==> config.mk <==
export PLATFORM = sky130hd
export DESIGN_NAME = load_store_unit
export DESIGN_NICKNAME = d
export VERILOG_FILES = /design/src/rtl/load_store_unit_pkg.sv /design/src/rtl/load_store_unit_align.sv /design/src/rtl/load_store_unit.sv
export SDC_FILE = /design/constraint.sdc
export NUM_CORES = 1
export LEC_CHECK = 0
export CAP_MARGIN = 0
export CORE_MARGIN = 1
export CORE_UTILIZATION = 40
export DETAILED_ROUTE_END_ITERATION = 6
export GPL_TIMING_DRIVEN = 1
export PLACE_DENSITY_LB_ADDON = 0.08
export SLEW_MARGIN = 20
export SYNTH_ARGS = -nofsm -noshare
export SYNTH_HDL_FRONTEND = slang
export SYNTH_SLANG_ARGS = --single-unit
==> constraint.sdc <==
create_clock -name clk -period 1.95 [get_ports clk]
set_clock_uncertainty 0.05 [all_clocks]
set_input_delay 0.39 -clock clk [delete_from_list [all_inputs] [get_ports clk]]
set_output_delay 0.39 -clock clk [all_outputs]
set_load 0.02 [all_outputs]
==> src/rtl/load_store_unit_pkg.sv <==
// load_store_unit_pkg: funct3 codes, FSM states and access-legality helper
// shared by the load/store unit and its lane aligner.
package load_store_unit_pkg;

    localparam logic [2:0] F3_LB  = 3'b000;
    localparam logic [2:0] F3_LH  = 3'b001;
    localparam logic [2:0] F3_LW  = 3'b010;
    localparam logic [2:0] F3_LBU = 3'b100;
    localparam logic [2:0] F3_LHU = 3'b101;
    localparam logic [2:0] F3_SB  = 3'b000;
    localparam logic [2:0] F3_SH  = 3'b001;
    localparam logic [2:0] F3_SW  = 3'b010;

    typedef enum logic [1:0] {
        S_IDLE,
        S_REQ,
        S_WAIT,
        S_DONE
    } lsu_state_e;

    // Illegal size encodings plus halfword/word alignment rules.
    function automatic logic access_bad(input logic [2:0] f3, input logic [1:0] off);
        logic illegal;
        illegal = (f3 == 3'b011) || (f3 == 3'b110) || (f3 == 3'b111);
        return illegal
            || (f3[1:0] == F3_LH[1:0] && off[0])
            || (f3[1:0] == F3_LW[1:0] && off != 2'b00);
    endfunction

endpackage

==> src/rtl/load_store_unit_align.sv <==
// lsu_align: store lane replication / byte enables and load byte/half
// extraction with sign or zero extension.
module lsu_align
    import load_store_unit_pkg::*;
(
    input  logic [2:0]  st_funct3_i,
    input  logic [1:0]  st_off_i,
    input  logic [31:0] st_data_i,
    output logic [3:0]  st_be_o,
    output logic [31:0] st_data_o,
    input  logic [2:0]  ld_funct3_i,
    input  logic [1:0]  ld_off_i,
    input  logic [31:0] ld_word_i,
    output logic [31:0] ld_data_o
);

    logic [7:0]  ld_byte;
    logic [15:0] ld_half;
    logic        ld_sext;

    assign ld_byte = ld_word_i[{ld_off_i, 3'b000} +: 8];
    assign ld_half = ld_word_i[{ld_off_i[1], 4'b0000} +: 16];
    assign ld_sext = ~ld_funct3_i[2];

    always_comb begin
        st_be_o   = st_funct3_i[1:0] == F3_SB[1:0] ? 4'b0001 << st_off_i
                  : st_funct3_i[1:0] == F3_SH[1:0] ? (st_off_i[1] ? 4'b1100 : 4'b0011)
                  : 4'hF;
        st_data_o = st_funct3_i[1:0] == F3_SB[1:0] ? {4{st_data_i[7:0]}}
                  : st_funct3_i[1:0] == F3_SH[1:0] ? {2{st_data_i[15:0]}}
                  : st_data_i;
        ld_data_o = ld_funct3_i[1:0] == F3_LB[1:0] ? {{24{ld_sext & ld_byte[7]}}, ld_byte}
                  : ld_funct3_i[1:0] == F3_LH[1:0] ? {{16{ld_sext & ld_half[15]}}, ld_half}
                  : ld_word_i;
    end

endmodule

==> src/rtl/load_store_unit.sv <==
// load_store_unit: classifies loads/stores, runs the req/gnt/rvalid bus
// handshake with a timeout, and stalls the pipeline while the bus is busy.
module load_store_unit
    import load_store_unit_pkg::*;
#(
    parameter int unsigned TIMEOUT_CYCLES = 255
) (
    input  logic        clk,
    input  logic        reset,
    input  logic        mem_read,
    input  logic        mem_write,
    input  logic [2:0]  funct3,
    input  logic [31:0] addr,
    input  logic [31:0] wdata,
    output logic [31:0] rdata,
    output logic        stall,
    output logic        access_err,
    output logic        bus_timeout,
    output logic        bus_req,
    output logic        bus_we,
    output logic [31:0] bus_addr,
    output logic [3:0]  bus_be,
    output logic [31:0] bus_wdata,
    input  logic        bus_gnt,
    input  logic        bus_rvalid,
    input  logic [31:0] bus_rdata
);

    localparam logic [7:0] CNT_LAST = 8'(TIMEOUT_CYCLES - 1);

    lsu_state_e  state_q, state_d;
    logic [7:0]  cnt_q, cnt_d;
    logic [31:0] rdata_q, rdata_d;
    logic        req_q, req_d;
    logic        we_q, we_d;
    logic [31:0] addr_q, addr_d;
    logic [3:0]  be_q, be_d;
    logic [31:0] wdata_q, wdata_d;
    logic [2:0]  f3_q, f3_d;
    logic [1:0]  off_q, off_d;
    logic        tmo_q, tmo_d;
    logic        access;
    logic [3:0]  st_be;
    logic [31:0] st_data;
    logic [31:0] ld_data;

    assign access     = mem_read | mem_write;
    assign access_err = access & access_bad(funct3, addr[1:0]);
    assign stall      = (state_q == S_IDLE & access & ~access_err)
                      | state_q == S_REQ | state_q == S_WAIT;

    lsu_align u_align (
        .st_funct3_i (funct3),
        .st_off_i    (addr[1:0]),
        .st_data_i   (wdata),
        .st_be_o     (st_be),
        .st_data_o   (st_data),
        .ld_funct3_i (f3_q),
        .ld_off_i    (off_q),
        .ld_word_i   (bus_rdata),
        .ld_data_o   (ld_data)
    );

    always_comb begin
        state_d = state_q;
        cnt_d   = cnt_q;
        rdata_d = rdata_q;
        req_d   = req_q;
        we_d    = we_q;
        addr_d  = addr_q;
        be_d    = be_q;
        wdata_d = wdata_q;
        f3_d    = f3_q;
        off_d   = off_q;
        tmo_d   = 1'b0;
        case (state_q)
            S_IDLE: begin
                if (access && !access_err) begin
                    state_d = S_REQ;
                    cnt_d   = 8'd0;
                    req_d   = 1'b1;
                    we_d    = mem_write;
                    addr_d  = {addr[31:2], 2'b00};
                    be_d    = mem_write ? st_be : 4'hF;
                    wdata_d = st_data;
                    f3_d    = funct3;
                    off_d   = addr[1:0];
                end
            end
            S_REQ, S_WAIT: begin
                cnt_d = cnt_q + 8'd1;
                // A completion in the final counted cycle beats the timeout.
                if (state_q == S_REQ && bus_gnt) begin
                    req_d   = 1'b0;
                    state_d = we_q ? S_DONE : bus_rvalid ? S_DONE : S_WAIT;
                    rdata_d = !we_q && bus_rvalid ? ld_data : rdata_q;
                end else if (state_q == S_WAIT && bus_rvalid) begin
                    rdata_d = ld_data;
                    state_d = S_DONE;
                end else if (cnt_q >= CNT_LAST) begin
                    req_d   = 1'b0;
                    rdata_d = 32'd0;
                    tmo_d   = 1'b1;
                    state_d = S_DONE;
                end
            end
            default: state_d = S_IDLE;
        endcase
    end

    always_ff @(posedge clk) begin
        if (reset) begin
            state_q <= S_IDLE;
            cnt_q   <= 8'd0;
            rdata_q <= 32'd0;
            req_q   <= 1'b0;
            we_q    <= 1'b0;
            addr_q  <= 32'd0;
            be_q    <= 4'd0;
            wdata_q <= 32'd0;
            f3_q    <= 3'd0;
            off_q   <= 2'd0;
            tmo_q   <= 1'b0;
        end else begin
            state_q <= state_d;
            cnt_q   <= cnt_d;
            rdata_q <= rdata_d;
            req_q   <= req_d;
            we_q    <= we_d;
            addr_q  <= addr_d;
            be_q    <= be_d;
            wdata_q <= wdata_d;
            f3_q    <= f3_d;
            off_q   <= off_d;
            tmo_q   <= tmo_d;
        end
    end

    assign rdata       = rdata_q;
    assign bus_timeout = tmo_q;
    assign bus_req     = req_q;
    assign bus_we      = we_q;
    assign bus_addr    = addr_q;
    assign bus_be      = be_q;
    assign bus_wdata   = wdata_q;

endmodule

* Word level (Yosys, flattened, before mapping)
Index checks and enable logic that the tools add are counted.
** Word-level totals
- Flip-flop bits (word level) :: 116
- Input bits :: 105
- Output and inout bits :: 105
- Word-level logic and storage cells :: 92
** Operators by class
- $add $sub $neg :: 1
- $lt $le $gt $ge :: 1
- Eq/ne operators :: 13
- Shift-type cells :: 3
- Muxes and demuxes :: 27
- Bitwise gates (word level) :: 11
- Reductions and logical operators :: 25
** Operators by type and width (number)
- $mux 32 :: 8
- $shiftx 32x6->16 :: 1
- $shiftx 32x6->8 :: 1
- $mux 4 :: 4
- $pmux 8 s2 :: 1
- $add 8x1->8 const B :: 1
- $ge 8x8->1 const B :: 1
- $mux 2 :: 4
- $mux 8 :: 1
- $mux 1 :: 7
- $eq 2x1->1 const B :: 3
- $eq 3x3->1 const B :: 2
- $logic_and 1x1->1 :: 6
- $logic_not 2->1 :: 3
- $ne 3x3->1 const B :: 2
- $reduce_and 2->1 :: 3
- $and 1x1->1 :: 5
- $eq 2x2->1 const B :: 2
- $logic_or 1x1->1 :: 4
- $ne 2x1->1 const B :: 2
- $ne 4x4->1 const B :: 1
- $pmux 2 s2 :: 1
- $reduce_and 4->1 :: 1
- $reduce_bool 2->1 :: 2
- other kinds (10) :: 15

* Logic depth before layout (Yosys ltp)
- Depth after elaboration :: 10
- Mapped depth :: 9
- Mapped depth without buffers :: 6

* Hierarchy
From an unflattened synthesis, not the netlist that was laid out.
** Second synthesis, totals
- Cells, all modules :: 748
- Area total of the unflattened synthesis :: 5870.6 µm²
** Modules (own cells, without submodules)
- load_store_unit :: times used 1, cells each 556, area each 4533.1 µm², seq. area each 2322.2 µm²
- lsu_align :: times used 1, cells each 192, area each 1337.5 µm², seq. area each 0.0 µm²

* Worst setup path after synthesis
No wires, ideal clock.
- Path type :: input port to output port
- From :: input port funct3[0]
- To :: output port stall
- Arrival :: 1777 ps
- Required time :: 1510 ps
- Path slack :: -267 ps
- Stages on the path :: 5
- Buffers on the path :: 2
- Cell sequence :: buf_2 or4_4 a211oi_2 buf_2 or3_1
** Between the ends
- Longest elaborated chain between the ends :: 10
- Elaborated cells on any way between the ends :: 16
- Those cells by class :: eq/ne (5); bitwise (5); reduce/logical (6)
** Ends and longest elaborated chain
- from (decl) :: line load_store_unit.sv:12 : input logic [2:0] funct3,
- $eq 3x2->1 / $eq 3x3->1 (equally long branches) :: line load_store_unit_pkg.sv:24 : illegal = (f3 == 3'b011) || (f3 == 3'b110) || (f3 == 3'b111);
- $logic_or 1x1->1 (2 in a row) :: line load_store_unit_pkg.sv:24
- $logic_or 1x1->1 :: line load_store_unit_pkg.sv:26 : || (f3[1:0] == F3_LH[1:0] && off[0])
- $logic_or 1x1->1 * :: line load_store_unit_pkg.sv:27 : || (f3[1:0] == F3_LW[1:0] && off != 2'b00);
- $and 1x1->1 * :: line load_store_unit.sv:48 : assign access_err = access & access_bad(funct3, addr[1:0]);
- $not 1->1 * :: line load_store_unit.sv:49 : assign stall = (state_q == S_IDLE & access & ~access_err)
- $and 1x1->1 * :: line load_store_unit.sv:49
- $or 1x1->1 * (2 in a row) :: line load_store_unit.sv:50 : | state_q == S_REQ | state_q == S_WAIT;
- to (decl) :: line load_store_unit.sv:16 : output logic stall,
Every way passes the cells marked *; elsewhere a longest branch is shown, timed or not.

* Final worst setup path
Ends and elaborated chain as after synthesis.

==> results.md <==
- During I/O placement, the number of pins put on the boundary was 210.
- The data required time of the worst path is 1.51 ns.
- The transition time at the pin with the least slew margin is 0.741 ns.
- The worst setup path startpoint is funct3[0].
- The final route contains 5563 vias.
- In this run, the number of DRC markers left after iteration 0 of detailed routing was 365.
- Counting flops with an async set or reset pin after synthesis yields a share of 0.
- The max-cap violation count is 0.
- The parity-gate share of the synthesized area counting xor and xnor cells is 0.
- In the layout the commonest cells are clkdlybuf4s50_1, nand2_1, dfxtp_1, a21oi_1, buf_4.
- The initialized floorplan defines 41 standard-cell rows.
- The power per standard cell area is 977 mW/mm².
- At the end of the flow, the number of nets in the layout was 951.
- Of the post-synthesis cell area, the part taken by muxes is 0.0746.
- The area fraction in and, or, nand and nor cells after synthesis is 0.151.
- The routed design has 17100 µm of wire.
- The initial antenna violation count is 0.
- The worst setup path is captured at a primary output.
- The accumulated negative setup slack is -0.0486 ns.
- The synthesized design spends more area on one cell type than any other, namely dfxtp_1.
- The gate count of the mapped netlist is 615.
- The tree is rooted in a clkbuf_16.
- The final reports fail on setup timing.
- Ranked by total cell area, the synthesized netlist is headed by dfxtp_1, nand2_1, a21oi_1, a221o_1, mux2i_1.
- The TritonCTS clock tree is done.
- Counting distinct cell types in the post-synthesis netlist gives 51.
- Of the available clock period, the critical path in the final layout requires 1.02.
- The worst register-to-register path begins at state_q[1].
- The first-pass iteration count of the detailed router is 5.
- The share of cells above drive strength 1 is 0.137.
- In the post-route analysis, the smallest setup slack over all paths is -0.0486 ns.
- The number of H-tree levels is 4.
- The max-slew violation count was 0.
- The sum of overflow across all layers after global routing is 0.
- The floorplan step set the die width to 118 µm.
- Of the total synthesized cell area, the portion taken by full adders, half adders and majority gates is 0.0140.
- After detailed routing, the number of vias per cell comes to 5.44.
- The floorplan step set the die height to 118 µm.
- The startpoint kind of the worst setup timing path is an input pin.
- The highest net fanout along the worst path is 2.
- At the end of routability-driven placement, the weighted congestion stood at 0.807.
- The clock sink count is 116.
- For this run, the total global-route usage over all layers was measured as 0.250.
- The clock-pin slew reported for the worst setup and hold paths after clock tree synthesis is 0.05 ns.
- The insertion delay of the later-clocked pin in the worst-skew pair is 0.41 ns.
- In this run the mean area of a mapped cell was 8.73 µm².
- The flow ran to the end, but the final reports show violations.
- The number of global-route vias before repair is 5450.
- The CTS buffer count is 17.
- The startpoint of the most critical hold path is reset.
- The combinational family with the most area after synthesis is compound AO/OA/AOI/OAI gates.
- The global-route wire length before repair is 27700 µm.
- The floorplan step defined a die boundary enclosing 0.0139 mm².
- The count of warnings emitted by yosys is 0.
- The cell area after technology mapping is 0.00537 mm².
- Synthesis inferred 116 register bits.
- The routed design could run at a clock period as short as 2.00 ns.
- Leaving out fill and tap cells, the most frequent cell in the layout is clkdlybuf4s50_1.
- After layout, the design draws a total of 8.30 mW.
- The worst-case vdd ir drop is 0.534 mV.
- The number of routed nets with antenna violations is 0.
- The effective utilization at floorplan is 0.418.
- The count of input and output buffers is 207.
- The post-detailed-route wirelength per cell is 16.7 µm.
- The compound-cell area share of the yosys netlist is 0.269.
- The final count of hold timing violations is 0.
- The synthesized design contains 0 enable-type register cells.
- The reg-to-reg setup timing slack is 0.05 ns.
- Setup violations remaining at the end of the flow were counted as 1.
- The core footprint is 0.0128 mm².
- The wire-length estimate of the detail-placed layout is 11700 µm.
- Headroom to the max-slew limit came out at 0.506.
- The share of synthesized area in the top cell type comes to 0.433.
- The primary flip-flop cell chosen by synthesis mapping is dfxtp_1.
- The area growth from synthesis to layout is 58.2%.
- The antenna cell count is 0.
- The number of design rule violations left after detail routing is 0.
- The achievable frequency is 0.500 GHz.
- Setup repair after global routing could not meet its margin everywhere.
- The share of the yosys chip area belonging to registers is 0.433.
- The worst setup path category is in -> out.
- The data arrival at the endpoint of the critical path is 1.56 ns.
- The min-delay analysis places its worst path in the category in -> reg.
- The leakage power total is 3.15 nW.
- Buffers inserted to repair hold after CTS numbered 0.
- The clock passes through at most 2 buffers.
- The largest net degree at the start of global routing is 72.
==> report_power, final <==
group	switching, mW	internal, mW	leakage, nW	total (mW)
Combinational	1.39	1.27	1.95	2.66
Clock	1.03	1.79	0.257	2.83
Sequential	0.170	2.64	0.946	2.81
==> timing repair <==
| action | 4_1_cts | 5_1_grt |
|---|---|---|
| cloned | 1 | 0 |
| resized for setup | 41 | 7 |
| pin swaps | 5 | 3 |
| setup endpoints to repair | 106 | 40 |
| setup buffers | 2 | 0 |
==> synthesized netlist by cell type, types with 2 or more instances <==
master and count:
clkbuf_1 36, o221a_2 2, ha_1 6, dfxtp_1 116, o2bb2ai_1 17, a221o_1 23, mux2i_1 22, nand2b_1 2
a221oi_1 9, and2_1 3, a211o_1 7, a21boi_0 2, mux4_2 8, buf_2 7, a22o_1 8, nor3_1 10
nand2_1 132, a21oi_1 60, a21o_1 4, nand3_1 4, inv_1 17, o211ai_1 6, o21ai_0 25, o32ai_1 2
o22ai_1 8, nor2b_1 4, a311oi_1 9, a211oi_1 9, nor2_1 25, buf_1 2, or3_1 2, buf_4 9
==> routing by layer <==
layer	vias up	wire length, µm	global-route usage
met2	221	8140	0.404
met1	2628	6980	0.300
met5	-	0	0
met3	28	1640	0.0964
li1	2686	-	-
met4	0	368	0.0946
==> critical path: stages <==
cell      delay, ns
buf_6          0.09
or4_4          0.55
a211oi_4       0.26
or3_4          0.16
buf_6          0.10
==> final cells by class <==
cell class	instances	area [µm²]
timing repair buffer	259	2520
clock buffer	25	475
inverter	17	66.3
fill	1045	4330
sequential	116	2320
clock inverter	5	52.6
multi-input combinational	429	2830
tap	172	215
==> per-stage QoR <==
stage,setup WS (ns),utilization,cell area [µm²],hold WS [ns],instances
floorplan,-0.00557,-,5430,0.410,616
global placement,-0.885,0.612,7850,0.392,990
detailed placement,-0.905,0.612,7850,0.398,990
CTS,-0.0939,0.661,8470,0.288,1023
global route,-0.0831,0.662,8490,0.298,1023
finish,-0.0486,0.662,8490,0.309,1023
==> registers in the layout, summed over array words and instances (netlist names) <==
signal and flops:
bus_addr 30, bus_be 4, bus_req 1, bus_timeout 1, bus_wdata 32, bus_we 1
cnt_q 8, f3_q 3, off_q 2, rdata 32, state_q 2
==> final timing paths <==
kind	to	cells past startpoint
worst max-delay path	stall	5
worst min-delay path	bus_timeout	3
worst max register to register	rdata[5]	8
worst min register to register	bus_wdata[0]	2
==> cell families (layout without fill, tap and decap cells) <==
family / count (synthesis) / in the layout
compound gates: 200 / 200
simple gates: 191 / 191
flops: 116 / 116
buf+inv: 71 / 306
mux: 30 / 30
fa+ha+maj: 6 / 6
other cells: 1 / 2
No activity file was read; power rests on OpenSTA's default activity.
